[config.mk]
export PLATFORM = sky130hd
export DESIGN_NAME = wembley_rx
export DESIGN_NICKNAME = d
export VERILOG_FILES = /design/src/rtl/wembley_pkg.sv /design/src/rtl/wembley_rx_buf.sv /design/src/rtl/wembley_rx.sv
export SDC_FILE = /design/constraint.sdc
export NUM_CORES = 1
export LEC_CHECK = 0
export BUFFER_PORTS_ARGS = -buffer_cell sky130_fd_sc_hd__buf_4
export CAP_MARGIN = 30
export CELL_PAD_IN_SITES_DETAIL_PLACEMENT = 0
export CELL_PAD_IN_SITES_GLOBAL_PLACEMENT = 1
export CORE_MARGIN = 5
export CORE_UTILIZATION = 40
export CTS_CLUSTER_SIZE = 12
export DETAILED_ROUTE_END_ITERATION = 12
export PLACE_DENSITY = 0.78
export SETUP_SLACK_MARGIN = 0.02
export SLEW_MARGIN = 30
export SYNTH_ARGS = -nofsm -noshare
export SYNTH_HDL_FRONTEND = slang
export SYNTH_SLANG_ARGS = --single-unit
[constraint.sdc]
create_clock -name clk -period 2.7 [get_ports clk]
set_input_delay 0.81 -clock clk [delete_from_list [all_inputs] [get_ports clk]]
set_output_delay 0.81 -clock clk [all_outputs]
set_load 0.01 [all_outputs]
[src/rtl/wembley_pkg.sv]
// Shared types, framing constants and parity helper for the wembley serial receiver.
package wembley_pkg;

    typedef enum logic [1:0] {
        StIdle,
        StData,
        StPar,
        StStop
    } state_e;

    localparam int unsigned W_DEF      = 4;
    localparam int unsigned FRAME_BITS = 3 * W_DEF + 3;

    localparam logic START_BIT = 1'b1;
    localparam logic STOP_BIT  = 1'b0;

    function automatic int unsigned frame_bits(input int unsigned w);
        return 3 * w + 3;
    endfunction

    // XOR of the data word; a correct even-parity bit equals this value.
    function automatic logic even_parity(input logic [31:0] data);
        return ^data;
    endfunction

endpackage

[src/rtl/wembley_rx_buf.sv]
// One-entry valid/ready output register with overrun detection and frame counter.
module wembley_rx_buf
    import wembley_pkg::*;
#(
    parameter int unsigned W     = 4,
    parameter int unsigned CNT_W = 8
) (
    input  logic             clk,
    input  logic             reset,
    input  logic             load,
    input  logic [W-1:0]     a_in,
    input  logic [W-1:0]     b_in,
    input  logic [W-1:0]     c_in,
    input  logic             out_ready,
    output logic [W-1:0]     A_e,
    output logic [W-1:0]     B_e,
    output logic [W-1:0]     C_e,
    output logic             out_valid,
    output logic             overrun,
    output logic [CNT_W-1:0] frame_cnt
);

    logic [W-1:0]     a_q, a_d, b_q, b_d, c_q, c_d;
    logic             valid_q, valid_d;
    logic             overrun_q, overrun_d;
    logic [CNT_W-1:0] frame_cnt_q, frame_cnt_d;
    logic             accept;

    // A full buffer can still take a new frame if the old one drains this cycle.
    assign accept = load && (!valid_q || out_ready);

    always_comb begin
        a_d         = a_q;
        b_d         = b_q;
        c_d         = c_q;
        valid_d     = valid_q;
        overrun_d   = overrun_q;
        frame_cnt_d = frame_cnt_q;
        if (accept) begin
            a_d         = a_in;
            b_d         = b_in;
            c_d         = c_in;
            valid_d     = 1'b1;
            frame_cnt_d = frame_cnt_q + 1'b1;
        end else begin
            if (load) begin
                overrun_d = 1'b1;
            end
            if (valid_q && out_ready) begin
                valid_d = 1'b0;
            end
        end
    end

    always_ff @(posedge clk or posedge reset) begin
        if (reset) begin
            a_q         <= '0;
            b_q         <= '0;
            c_q         <= '0;
            valid_q     <= 1'b0;
            overrun_q   <= 1'b0;
            frame_cnt_q <= '0;
        end else begin
            a_q         <= a_d;
            b_q         <= b_d;
            c_q         <= c_d;
            valid_q     <= valid_d;
            overrun_q   <= overrun_d;
            frame_cnt_q <= frame_cnt_d;
        end
    end

    assign A_e       = a_q;
    assign B_e       = b_q;
    assign C_e       = c_q;
    assign out_valid = valid_q;
    assign overrun   = overrun_q;
    assign frame_cnt = frame_cnt_q;

endmodule

[src/rtl/wembley_rx.sv]
// Wembley serial receiver: start detect, A/B/C deserializer, parity/stop checks, error stats.
module wembley_rx
    import wembley_pkg::*;
#(
    parameter int unsigned W     = 4,
    parameter int unsigned CNT_W = 8
) (
    input  logic             clk,
    input  logic             reset,
    input  logic             Yin,
    output logic [W-1:0]     A_e,
    output logic [W-1:0]     B_e,
    output logic [W-1:0]     C_e,
    output logic             out_valid,
    input  logic             out_ready,
    output logic             parity_err,
    output logic             frame_err,
    output logic             overrun,
    output logic [CNT_W-1:0] frame_cnt,
    output logic [CNT_W-1:0] err_cnt
);

    localparam int unsigned FrameBits = frame_bits(W);
    localparam int unsigned DataBits  = FrameBits - 3;
    localparam int unsigned BitCntW   = $clog2(DataBits);

    state_e              state_q, state_d;
    logic [DataBits-1:0] shift_q, shift_d;
    logic [BitCntW-1:0]  bit_cnt_q, bit_cnt_d;
    logic                par_q, par_d;
    logic                parity_err_q, parity_err_d;
    logic                frame_err_q, frame_err_d;
    logic [CNT_W-1:0]    err_cnt_q, err_cnt_d;
    logic                good_frame;

    always_comb begin
        state_d      = state_q;
        shift_d      = shift_q;
        bit_cnt_d    = bit_cnt_q;
        par_d        = par_q;
        parity_err_d = 1'b0;
        frame_err_d  = 1'b0;
        good_frame   = 1'b0;
        unique case (state_q)
            StIdle: begin
                if (Yin == START_BIT) begin
                    state_d   = StData;
                    bit_cnt_d = '0;
                end
            end
            StData: begin
                shift_d   = {shift_q[DataBits-2:0], Yin};
                bit_cnt_d = bit_cnt_q + 1'b1;
                if (bit_cnt_q == BitCntW'(DataBits - 1)) begin
                    state_d = StPar;
                end
            end
            StPar: begin
                par_d   = Yin;
                state_d = StStop;
            end
            StStop: begin
                // Back to idle unconditionally: the stop bit never doubles as a start bit.
                state_d = StIdle;
                if (Yin != STOP_BIT) begin
                    frame_err_d = 1'b1;
                end else if (even_parity(32'(shift_q)) != par_q) begin
                    parity_err_d = 1'b1;
                end else begin
                    good_frame = 1'b1;
                end
            end
            default: state_d = StIdle;
        endcase

        err_cnt_d = err_cnt_q;
        if ((parity_err_d || frame_err_d) && (err_cnt_q != '1)) begin
            err_cnt_d = err_cnt_q + 1'b1;
        end
    end

    always_ff @(posedge clk or posedge reset) begin
        if (reset) begin
            state_q      <= StIdle;
            shift_q      <= '0;
            bit_cnt_q    <= '0;
            par_q        <= 1'b0;
            parity_err_q <= 1'b0;
            frame_err_q  <= 1'b0;
            err_cnt_q    <= '0;
        end else begin
            state_q      <= state_d;
            shift_q      <= shift_d;
            bit_cnt_q    <= bit_cnt_d;
            par_q        <= par_d;
            parity_err_q <= parity_err_d;
            frame_err_q  <= frame_err_d;
            err_cnt_q    <= err_cnt_d;
        end
    end

    wembley_rx_buf #(
        .W     (W),
        .CNT_W (CNT_W)
    ) u_buf (
        .clk       (clk),
        .reset     (reset),
        .load      (good_frame),
        .a_in      (shift_q[3*W-1:2*W]),
        .b_in      (shift_q[2*W-1:W]),
        .c_in      (shift_q[W-1:0]),
        .out_ready (out_ready),
        .A_e       (A_e),
        .B_e       (B_e),
        .C_e       (C_e),
        .out_valid (out_valid),
        .overrun   (overrun),
        .frame_cnt (frame_cnt)
    );

    assign parity_err = parity_err_q;
    assign frame_err  = frame_err_q;
    assign err_cnt    = err_cnt_q;

endmodule

==> impl_metrics.tcl <==
set metrics [dict create \
    clk_pin_slew_worst_paths_ns 0.09 \
    detail_route.vias_per_cell 4.88 \
    grt.met3_usage_pct 2.93 \
    postSynthRegisterBits 51 \
    synth_top_cell_by_area "sky130_fd_sc_hd__dfrtp_1" \
    flop2flop_setup_slack_ns 0.43 \
    drt_wl_total_um 4130 \
    final_count_of_pins_violating_max_slew 0 \
    period_share_pct 84.2 \
    final_nets 231 \
    num_rows 28 \
    synth_warnings 0 \
    port-buffer-count 35 \
    synth_top_cell_area_share_pct 53.8 \
    detailed_place_hpwl_um 3090 \
    ctsResizeCount 0 \
    worst_setup_sp "shift_q[10]" \
    worst_pin_slew_ns 0.454 \
    fp.dieH_um 87.0 \
    critical_path.max_fanout 14 \
    globalRouteMet1Util_pct 14.9 \
    mappedNetlistNets 190 \
    asyncSetResetFlopFracSynth_pct 100 \
    dominant_synthesized_flop_cell "sky130_fd_sc_hd__dfrtp_1" \
    setup_violations 0 \
    die_x_um 87.0 \
    mapped_avg_cell_area_sq_um 13.3 \
    regToRegStartpoint "shift_q[10]" \
    antenna_cells_inserted 0 \
    run_status "finished clean" \
    synth.yosys.seq_area_share_pct 53.8 \
    grt_pass1_vias 1472 \
    number_of_cts_inserted_buffers 5 \
    syn-instance-count 179 \
    cts_setup_buffers 0 \
    critical_path_launch_point_type "flip-flop" \
    synthMostInstantiatedCell "sky130_fd_sc_hd__dfrtp_1" \
    grt_max_degree 20 \
    gr-max-usage-layer "met2" \
    placed_area_sq_um 2730 \
    core_area_sq_um 5850 \
    dr_iter_0_viols 20 \
    timing.critical_path.slowest_cell_delay_ns 0.48 \
    finClkSkew_ns 0.00567 \
    min-delay-start "u_buf.frame_cnt[7]" \
    timing.hold.worst.class "flip-flop to flip-flop" \
    maxCapViolations 0 \
    global_route_wire_length_before_repair_um 7110 \
    hold_depth 1 \
    fmax_mhz 440 \
    crit_path_dat_ns 2.46 \
    area_growth_syn_to_layout_pct 19.1 \
    timing.final.crit_period_ns 2.27 \
    clkSinkCount 51 \
    top_cells_by_instance_count_after_synthesis "sky130_fd_sc_hd__dfrtp_1 (51), sky130_fd_sc_hd__mux2_2 (20), sky130_fd_sc_hd__xnor2_1 (14)" \
    cell_count_after_placement 288 \
    overall_die_area_sq_um 7570 \
    finalHoldViolations 0 \
    global_route.usage.total_pct 12.0 \
    timing.slew.headroom_pct 69.7 \
    met2_usage_pct 20.1 \
    start_util_pct 40.6 \
    antenna_violating_nets_post_route 0 \
    tritoncts "yes" \
    reg2reg_to "u_buf.A_e[3]" \
    grt_setup_unrepaired "false" \
    firstDrtPassIters 4 \
    avgRoutedWirePerCell_um 13.9 \
    cts.root.buffer_cell "sky130_fd_sc_hd__clkbuf_8" \
    synth_edf_count 0 \
    grt_antenna_before_repair 0 \
    critical_path.cell_chain "xor2_1 > xnor3_1 > xor2_2 > nand2_2 > mux2_4" \
    layout.cells.non_filler 296 \
    clk_path_buf_depth 2 \
    fin_hold_ws_ns 0.480 \
    end_kind "flip-flop" \
    synth.cell_area_sq_um 2370 \
    layout-drive-gt1-share_pct 36.2 \
    yosysUniqueCellTypes 39 \
    synth.area.top_cells "sky130_fd_sc_hd__dfrtp_1 (54%), sky130_fd_sc_hd__mux2_2 (9.5%), sky130_fd_sc_hd__mux2_4 (5.7%), sky130_fd_sc_hd__xnor2_1 (5.2%), sky130_fd_sc_hd__ha_1 (3.7%)" \
    worst-setup-path-type "flip-flop to flip-flop" \
    global_route_total_overflow 0 \
    clk_latency_ns 0.30 \
    route.detailed.drc 0 \
    fin_tns_setup_ns 0 \
    route.vias.total 1444 \
    cts.hold.buffers_added 0 \
    worst_ep_required_time_ns 2.88 \
    crit_slowest_cell "sky130_fd_sc_hd__xnor3_1" \
    ff2ff_path_depth 5 \
    finish.instance_area_sq_um 2830 \
    gpl.final_weighted_congestion 0.734 \
    hold_path_end "u_buf.frame_cnt[7]" \
    ios 36 \
    h-tree-depth 2 \
]
-- sequential cells by signal, summed over array words and instances, names as in the netlist --
signal	flops
shift_q	12
err_cnt	8
u_buf.frame_cnt	8
bit_cnt_q	4
u_buf.A_e	4
u_buf.B_e	4
u_buf.C_e	4
state_q	2
frame_err	1
par_q	1
parity_err	1
u_buf.out_valid	1
u_buf.overrun	1
-- cell usage in the layout (no fill, tap or decap), drive strengths merged, types with 2 or more instances in the layout --
master / n
nand2: 13
o21ai: 6
xor2: 4
dfrtp: 51
nor2: 3
and2: 2
nand3: 6
ha: 7
nand4: 4
nor3: 2
inv: 5
xnor3: 3
a21oi: 2
nor2b: 3
mux2: 30
and3: 2
buf: 39
clkbuf: 8
xnor2: 14
nand2b: 3
o211ai: 2
-- per-layer routing --
layer,wire [um],vias up
met5,0,-
met4,64,0
met3,198,7
met2,2050,26
met1,1820,702
li1,-,709
-- critical path: cells and delay by family, from the launching register on --
family | cells | cell delay [ns]
muxes | 1 | 0.39
and+or+nand+nor | 1 | 0.34
DFF | 1 | 0.42
xor gates and xnor gates | 3 | 1.00
-- logic make-up after synthesis --
kind of cell | share of synthesized area [%]
compound gates | 5.69
xor+xnor | 9.86
fa+ha+maj | 3.69
buf+inv | 2.21
flops | 53.8
mux | 16.1
simple gates | 8.70
-- how the worst max path moves through the flow --
stage / to / slack, ns / cells past startpoint
after CTS: u_buf.A_e[3] / 0.39 / 5
after floorplan: bit_cnt_q[0] / 0.66 / 1
after global routing: u_buf.C_e[3] / 0.27 / 5
after global placement: u_buf.A_e[1] / 0.48 / 5
final: u_buf.A_e[3] / 0.43 / 5
after detailed placement: u_buf.A_e[3] / 0.41 / 5
-- through the flow --
stage                     setup WS (ns)  util, %
after detailed placement          0.407     46.6
after global routing              0.272     48.3
after global placement            0.482     46.6
after CTS                         0.391     48.3
final                             0.428     48.3
after floorplan                   0.660        -
-- cell type report --
type                    instances  area, sq um
repair buffers                 39          293
multi-input cells             118         1040
clock buffers                   8          100
fillers                       551         3020
flip-flops and latches         51         1280
well taps                      75         93.8
inverters                       5         18.8
Power is not shown: default switching activity piles up to over one toggle a cycle in this logic, so the estimate is an artifact.
